<file path="src/rtl/regfile_multiport.sv">
// ---------------------------------------------------------------------------
// regfile_multiport
//
// Purpose:
//   Register file with a parameterised number of read ports and two write
//   ports (A and B).
//   - Write port B has priority when both ports write the same address.
//   - Entry 0 can be made a hardwired zero (ZERO_REG).
//   - Reads are either combinational with write-through bypass, or registered
//     with one cycle of latency (READ_REG).
//   - A registered flag reports same-address dual writes.
//
// Ports:
//   clk          input   1              single clock, rising edge
//   rst          input   1              synchronous active-high reset
//   rd_addr      input   NUM_RD*ADDR_W  read addresses, port k = [k*ADDR_W +: ADDR_W]
//   rd_data      output  NUM_RD*DATA_W  read data, port k = [k*DATA_W +: DATA_W]
//   wr_en        input   2              bit 0 = write port A, bit 1 = write port B
//   wr_addr_a    input   ADDR_W         write port A address
//   wr_data_a    input   DATA_W         write port A data
//   wr_addr_b    input   ADDR_W         write port B address
//   wr_data_b    input   DATA_W         write port B data
//   wr_conflict  output  1              previous cycle was a same-address dual write
// ---------------------------------------------------------------------------
module regfile_multiport #(
  parameter int DATA_W   = 32,
  parameter int ADDR_W   = 5,
  parameter int NUM_RD   = 2,
  parameter int ZERO_REG = 1,
  parameter int READ_REG = 0
) (
  input  logic                     clk,
  input  logic                     rst,
  input  logic [NUM_RD*ADDR_W-1:0] rd_addr,
  output logic [NUM_RD*DATA_W-1:0] rd_data,
  input  logic [1:0]               wr_en,
  input  logic [ADDR_W-1:0]        wr_addr_a,
  input  logic [DATA_W-1:0]        wr_data_a,
  input  logic [ADDR_W-1:0]        wr_addr_b,
  input  logic [DATA_W-1:0]        wr_data_b,
  output logic                     wr_conflict
);

  localparam int DEPTH = 2 ** ADDR_W;

  logic [DATA_W-1:0]        mem [DEPTH];
  logic                     wr_ok_a;
  logic                     wr_ok_b;
  logic [NUM_RD*DATA_W-1:0] rd_next;

  // A write only "counts" when it is enabled and does not target the
  // hardwired zero entry. Both the storage update and the read bypass use
  // these qualified enables, so a discarded write can never leak out.
  assign wr_ok_a = wr_en[0] && !((ZERO_REG != 0) && (wr_addr_a == '0));
  assign wr_ok_b = wr_en[1] && !((ZERO_REG != 0) && (wr_addr_b == '0));

  // Storage and conflict flag.
  // Port B is written after port A, so on an address collision B's
  // non-blocking assignment wins.
  // The conflict flag looks at the raw enables, not the qualified ones, so a
  // dual write to entry 0 is still reported even though nothing is stored.
  // Reset takes precedence over any concurrent write.
  always_ff @(posedge clk) begin
    if (rst) begin
      for (int i = 0; i < DEPTH; i++) begin
        mem[i] <= '0;
      end
      wr_conflict <= 1'b0;
    end else begin
      if (wr_ok_a) begin
        mem[wr_addr_a] <= wr_data_a;
      end
      if (wr_ok_b) begin
        mem[wr_addr_b] <= wr_data_b;
      end
      wr_conflict <= (wr_en == 2'b11) && (wr_addr_a == wr_addr_b);
    end
  end

  // Post-write view of each read port.
  // Start from the stored value, then let a same-cycle write replace it
  // (B after A, so B has priority), and finally force entry 0 to zero.
  // This value feeds the output directly, or through a register, depending
  // on READ_REG. The bypass deliberately ignores rst.
  always_comb begin
    rd_next = '0;
    for (int k = 0; k < NUM_RD; k++) begin
      rd_next[k*DATA_W +: DATA_W] = mem[rd_addr[k*ADDR_W +: ADDR_W]];
      if (wr_ok_a && (wr_addr_a == rd_addr[k*ADDR_W +: ADDR_W])) begin
        rd_next[k*DATA_W +: DATA_W] = wr_data_a;
      end
      if (wr_ok_b && (wr_addr_b == rd_addr[k*ADDR_W +: ADDR_W])) begin
        rd_next[k*DATA_W +: DATA_W] = wr_data_b;
      end
      if ((ZERO_REG != 0) && (rd_addr[k*ADDR_W +: ADDR_W] == '0)) begin
        rd_next[k*DATA_W +: DATA_W] = '0;
      end
    end
  end

  // Output stage.
  // In registered mode, rd_next is captured every edge, so a write in the
  // same cycle shows up one cycle later. In combinational mode, rd_next is
  // passed straight through.
  if (READ_REG != 0) begin : g_rd_reg
    logic [NUM_RD*DATA_W-1:0] rd_q;

    always_ff @(posedge clk) begin
      if (rst) begin
        rd_q <= '0;
      end else begin
        rd_q <= rd_next;
      end
    end

    assign rd_data = rd_q;
  end else begin : g_rd_comb
    assign rd_data = rd_next;
  end

endmodule

</file>
<file path="config.mk">
export PLATFORM = sky130hd
export DESIGN_NAME = regfile_multiport
export DESIGN_NICKNAME = d
export VERILOG_FILES = /design/src/rtl/regfile_multiport.sv
export SDC_FILE = /design/constraint.sdc
export NUM_CORES = 2
export LEC_CHECK = 0
export ABC_AREA = 0
export CAP_MARGIN = 20
export CORE_ASPECT_RATIO = 1.75
export CORE_MARGIN = 10
export CORE_UTILIZATION = 55
export CTS_CLUSTER_SIZE = 30
export DETAILED_ROUTE_END_ITERATION = 12
export PLACE_DENSITY = 0.72
export REMOVE_ABC_BUFFERS = 1
export SLEW_MARGIN = 20
export SYNTH_ARGS = -nofsm -noshare
export SYNTH_HDL_FRONTEND = slang
export SYNTH_SLANG_ARGS = --single-unit
</file>
<file path="constraint.sdc">
create_clock -name clk -period 5.6 [get_ports clk]
set_input_delay 0.56 -clock clk [delete_from_list [all_inputs] [get_ports clk]]
set_output_delay 0.56 -clock clk [all_outputs]
set_load 0.01 [all_outputs]
</file>
# Yosys cells after proc, flatten, opt, wreduce, memory -nomap -nowiden
# Memory sizes are Yosys's and may differ from the RTL's.
# Index checks and enable logic that the tools add are counted.
# word_totals
reg_bits,1
latchBits,0
mem_bits_rw,1024
rom_bits,0
inputBits,88
wordCells,43
n_memories,1
# op_classes
add_sub_neg,0
multipliers,0
n_div,0
n_lt_le_gt_ge,0
n_eq_ne,6
shifts,0
n_mux,20
bitwise,0
n_reduce_logical,15
# mem_list
name,words,word_bits,read_ports,rd_clocked_by_memory_dff,wr,line,rtl
mem,32,32,2,0,32,46,logic [DATA_W-1:0] mem [DEPTH];
# ops
operator,count
32-bit 2-to-1 mux,8
32-bit OR reduction,2
5-bit == test,5
5-bit zero test,4
1-bit 2-to-1 mux,10
5-bit 2-to-1 mux,2
1-bit logical AND,7
2-bit == test (second input constant),1
1-bit zero test,2

# Depth between registers and ports, before layout
# logic_depth
depth_word,8
mapped_depth,9
ltp_nobuf,5

# Least setup slack after synthesis
# OpenSTA, ideal clock, no wires.
# synth_timing
path_type,input -> register
from,in wr_addr_a[4]
to,"mem mem[24][0], enable pin"
setup_ps,466
arrival_time_ps,3853
t_required_ps,5134
path_slack_ps,1281
cell_stages,6
n_path_buf,2
path_cell_list,or3_1 > buf_2 > o31ai_4 > or4_4 > buf_2 > o21ai_0
# synth_lines
item,line,rtl
"start, declared",37,"input logic [ADDR_W-1:0] wr_addr_a,"
"end, declared",46,

# Worst setup path after layout
# layout_timing
from,in wr_addr_b[2]
to,out rd_data[46]
# layout_between
elab_chain_len,6
# layout_lines
item,line,rtl
"start, declared",39,"input logic [ADDR_W-1:0] wr_addr_b,"
5-bit zero test,55,assign wr_ok_b = wr_en[1] && !((ZERO_REG != 0) && (wr_addr_b == '0));
1-bit zero test,55,
1-bit logical AND,55,
1-bit logical AND (*),92,if (wr_ok_b && (wr_addr_b == rd_addr[k*ADDR_W +: ADDR_W])) begin
32-bit 2-to-1 mux (*),92,
32-bit 2-to-1 mux (*),95,if ((ZERO_REG != 0) && (rd_addr[k*ADDR_W +: ADDR_W] == '0)) begin
"end, declared",35,"output logic [NUM_RD*DATA_W-1:0] rd_data,"
# Mark *: on every way between the ends. The rest lies on a longest branch, timed or not.

==> flow_metrics.tcl <==
set metrics [dict create \
    status "finished, violations left" \
    violations "design-rule violations" \
    cts_buffers 94 \
    clk_pin_slew_worst_paths_ns 0.06 \
    synth-compound-area-share_pct 19.2 \
    fmaxAchievable_mhz 207 \
    die_w_um 272 \
    min_path_type "primary input to flop" \
    drtIter0Drc 8466 \
    fin_util_pct 61.1 \
    synth.area.mux_share_pct 19.2 \
    antenna_found_initial 12 \
    total_power_mw 18.7 \
    cts_buffer_depth 3 \
    synth_top_area_cell "edfxtp_1" \
    power_frac_seq_pct 48.9 \
    pre_cts_slack_ns 0.943 \
    io_pins 153 \
    synth_flop_cell "edfxtp_1" \
    power.leakage_nw 22.7 \
    place.gp.congestion 0.967 \
    postSynthCellCount 4921 \
    n_fill_cell 8440 \
    yosysTopAreaCellShare_pct 50.2 \
    regArea_um2 30800 \
    drt-total-wl_mm 252 \
    rows 161 \
    synth_edf_count 1024 \
    yosys_register_bits 1025 \
    drcViolationCount 3 \
    core_um2 110000 \
    antenna_left 0 \
    grt.overflow.total 0 \
    grt_usage_pct 39.5 \
    synthAdderAreaFrac_pct 0 \
    fp.dieH_um 461 \
    drv_slew 0 \
    synth_area_um2 61200 \
    floorplan.initialDensity_pct 55.5 \
    min-delay-start "rst" \
    worst_pin_slew_ns 1.28 \
    critPathMaxFanout 26 \
    cp-end-kind "output port" \
    yosysSeqAreaShare_pct 50.3 \
    critPathKind "primary input to output port" \
    cp.arrival_ns 4.26 \
    avgRoutedWirePerCell_um 40.1 \
    nets 4823 \
    viasPerCell 7.97 \
    grt_pass1_vias 50200 \
    detailedPlacementHpwl_mm 151 \
    setup_ws_ns 0.780 \
    synth_top_family_by_area "compound AO/OA/AOI/OAI gates" \
    min_path_cells 1 \
    internal_power_mw 13.6 \
    final_common_cell "edfxtp_1" \
    dieArea_um2 126000 \
    period_needed_ns 4.82 \
    ys_warn_count 0 \
    peakVddDrop_v 0.000253 \
    num_vias 50100 \
    setup_viol_count_final 0 \
    cts_setup_buffers 0 \
    relSlewSlack_pct 14.9 \
    hold_violations 0 \
    cts_tree "done" \
    first_pass_iters 12 \
    clockRootBuffer "clkbuf_16" \
    crit_required_ns 5.04 \
    start_kind "primary input" \
    comb_power_share_pct 15.4 \
    pwr-share-clk_pct 35.7 \
    synth-simple-area-share_pct 5.72 \
    whs_endpoint "mem[0][31]" \
    grt_max_degree 66 \
    syn_avg_cell_area_um2 12.4 \
    rsz0062_at_grt "false" \
    layout-drive-gt1-share_pct 19.0 \
    ctsHoldBuffers 0 \
    synth_xor_xnor_area_share_pct 0.358 \
    cts_num_sinks 1025 \
    cts_resized 0 \
    p_sw_mw 5.04 \
    place.port_buffers 152 \
    p_sw_share_pct 27.0 \
    synth.distinct_cells 47 \
    area_delta_synth_final_pct 9.99 \
    fin_crit_sh_pct 86.1 \
    synth.area.top_cells "edfxtp_1 (50%), a22o_1 (11%), mux4_2 (11%), mux2i_1 (6.6%), nand2_1 (4.0%)" \
    maxCapViolCount 0 \
    tns_ns 0 \
    p_per_area_nw_per_um2 277 \
    async_flop_share_pct 0 \
    htree_levels 3 \
    multi_input_area_um2 27900 \
    grt_pass1_wl_mm 355 \
    layout_common_cells "edfxtp_1 (1024), a22o_1 (798), nand2_1 (645)" \
]
-- cell families after synthesis --
group           count (synthesis)
compound gates               1514
flops                        1025
simple gates                  833
mux                           776
buf+inv                       747
xor+xnor                       25
other cells                     1
-- power groups by stage --
stage | sequential (mW) | combinational, mW | clock [mW]
detailed placement | 9.29 | 2.77 | 0
CTS | 9.12 | 2.77 | 6.64
global route | 9.18 | 2.93 | 6.89
finish | 9.13 | 2.88 | 6.66
global placement | 9.24 | 2.74 | 0
floorplan | 9.21 | 1.27 | 0
-- per-layer routing --
layer	track usage, %	share of wire, %	up-vias
met5	1.08	0.14	-
met4	33.7	10	26
met3	14.4	15	1604
met2	60.1	45	5040
met1	43.5	30	24200
li1	-	-	19200
-- area by class of cell --
class                           instances  share of cell area [%]
Tap cell                             1467                    2.73
Timing Repair Buffer                  402                    5.42
Multi-Input combinational cell       3180                    41.4
Clock inverter                         57                   0.879
Clock buffer                          109                    3.61
Antenna cell                           11                  0.0409
Inverter                               32                   0.178
Sequential cell                      1025                    45.7
-- cell usage after synthesis, types with 8 or more instances --
| library cell | count |
|---|---|
| nand2_1 | 645 |
| clkbuf_1 | 475 |
| nand3b_1 | 12 |
| o221ai_1 | 106 |
| buf_4 | 21 |
| buf_1 | 39 |
| mux4_2 | 310 |
| a22o_1 | 798 |
| nor3_1 | 17 |
| nand3_1 | 20 |
| o221ai_2 | 20 |
| a21oi_1 | 68 |
| buf_6 | 19 |
| nor2_1 | 64 |
| a22oi_1 | 8 |
| edfxtp_1 | 1024 |
| buf_2 | 161 |
| or3_1 | 26 |
| xor2_1 | 8 |
| xnor2_1 | 17 |
| o21ai_0 | 325 |
| mux2_2 | 62 |
| a221oi_1 | 62 |
| mux2i_1 | 404 |
| inv_1 | 32 |
| o22ai_1 | 62 |
| a311oi_1 | 62 |
-- metrics by stage --
step                      cells  instance area, um^2  hold WS, ns
after detailed placement   6106                64300         1.15
after global placement     6102                64300         1.15
final                      6283                67300        0.439
after CTS                  6272                67300        0.394
after floorplan            4237                58200        0.672
after global routing       6273                67300        0.419
-- sequential cells by signal, summed over array words and instances, names as in the netlist --
signal	cells
mem	1024
wr_conflict	1
-- worst max path at each step --
stage	cells past startpoint	to	from	slack (ns)
floorplan	4	mem[24][0]	wr_addr_a[4]	1.41
global placement	8	rd_data[14]	wr_addr_b[2]	1.01
detailed placement	8	rd_data[14]	wr_addr_b[2]	0.94
CTS	8	rd_data[14]	wr_addr_b[2]	0.95
global route	8	rd_data[45]	wr_addr_b[2]	0.74
finish	8	rd_data[46]	wr_addr_b[2]	0.78
-- critical path, cell delays in order --
cell and delay (ns):
clkdlybuf4s50_1 0.61, or3_1 0.62, nor3_2 0.35, nor4_4 0.10, nand3b_1 0.53, buf_4 0.55, o221ai_1 0.28, clkdlybuf4s50_1 0.59
(Power assumes the default switching activity.)
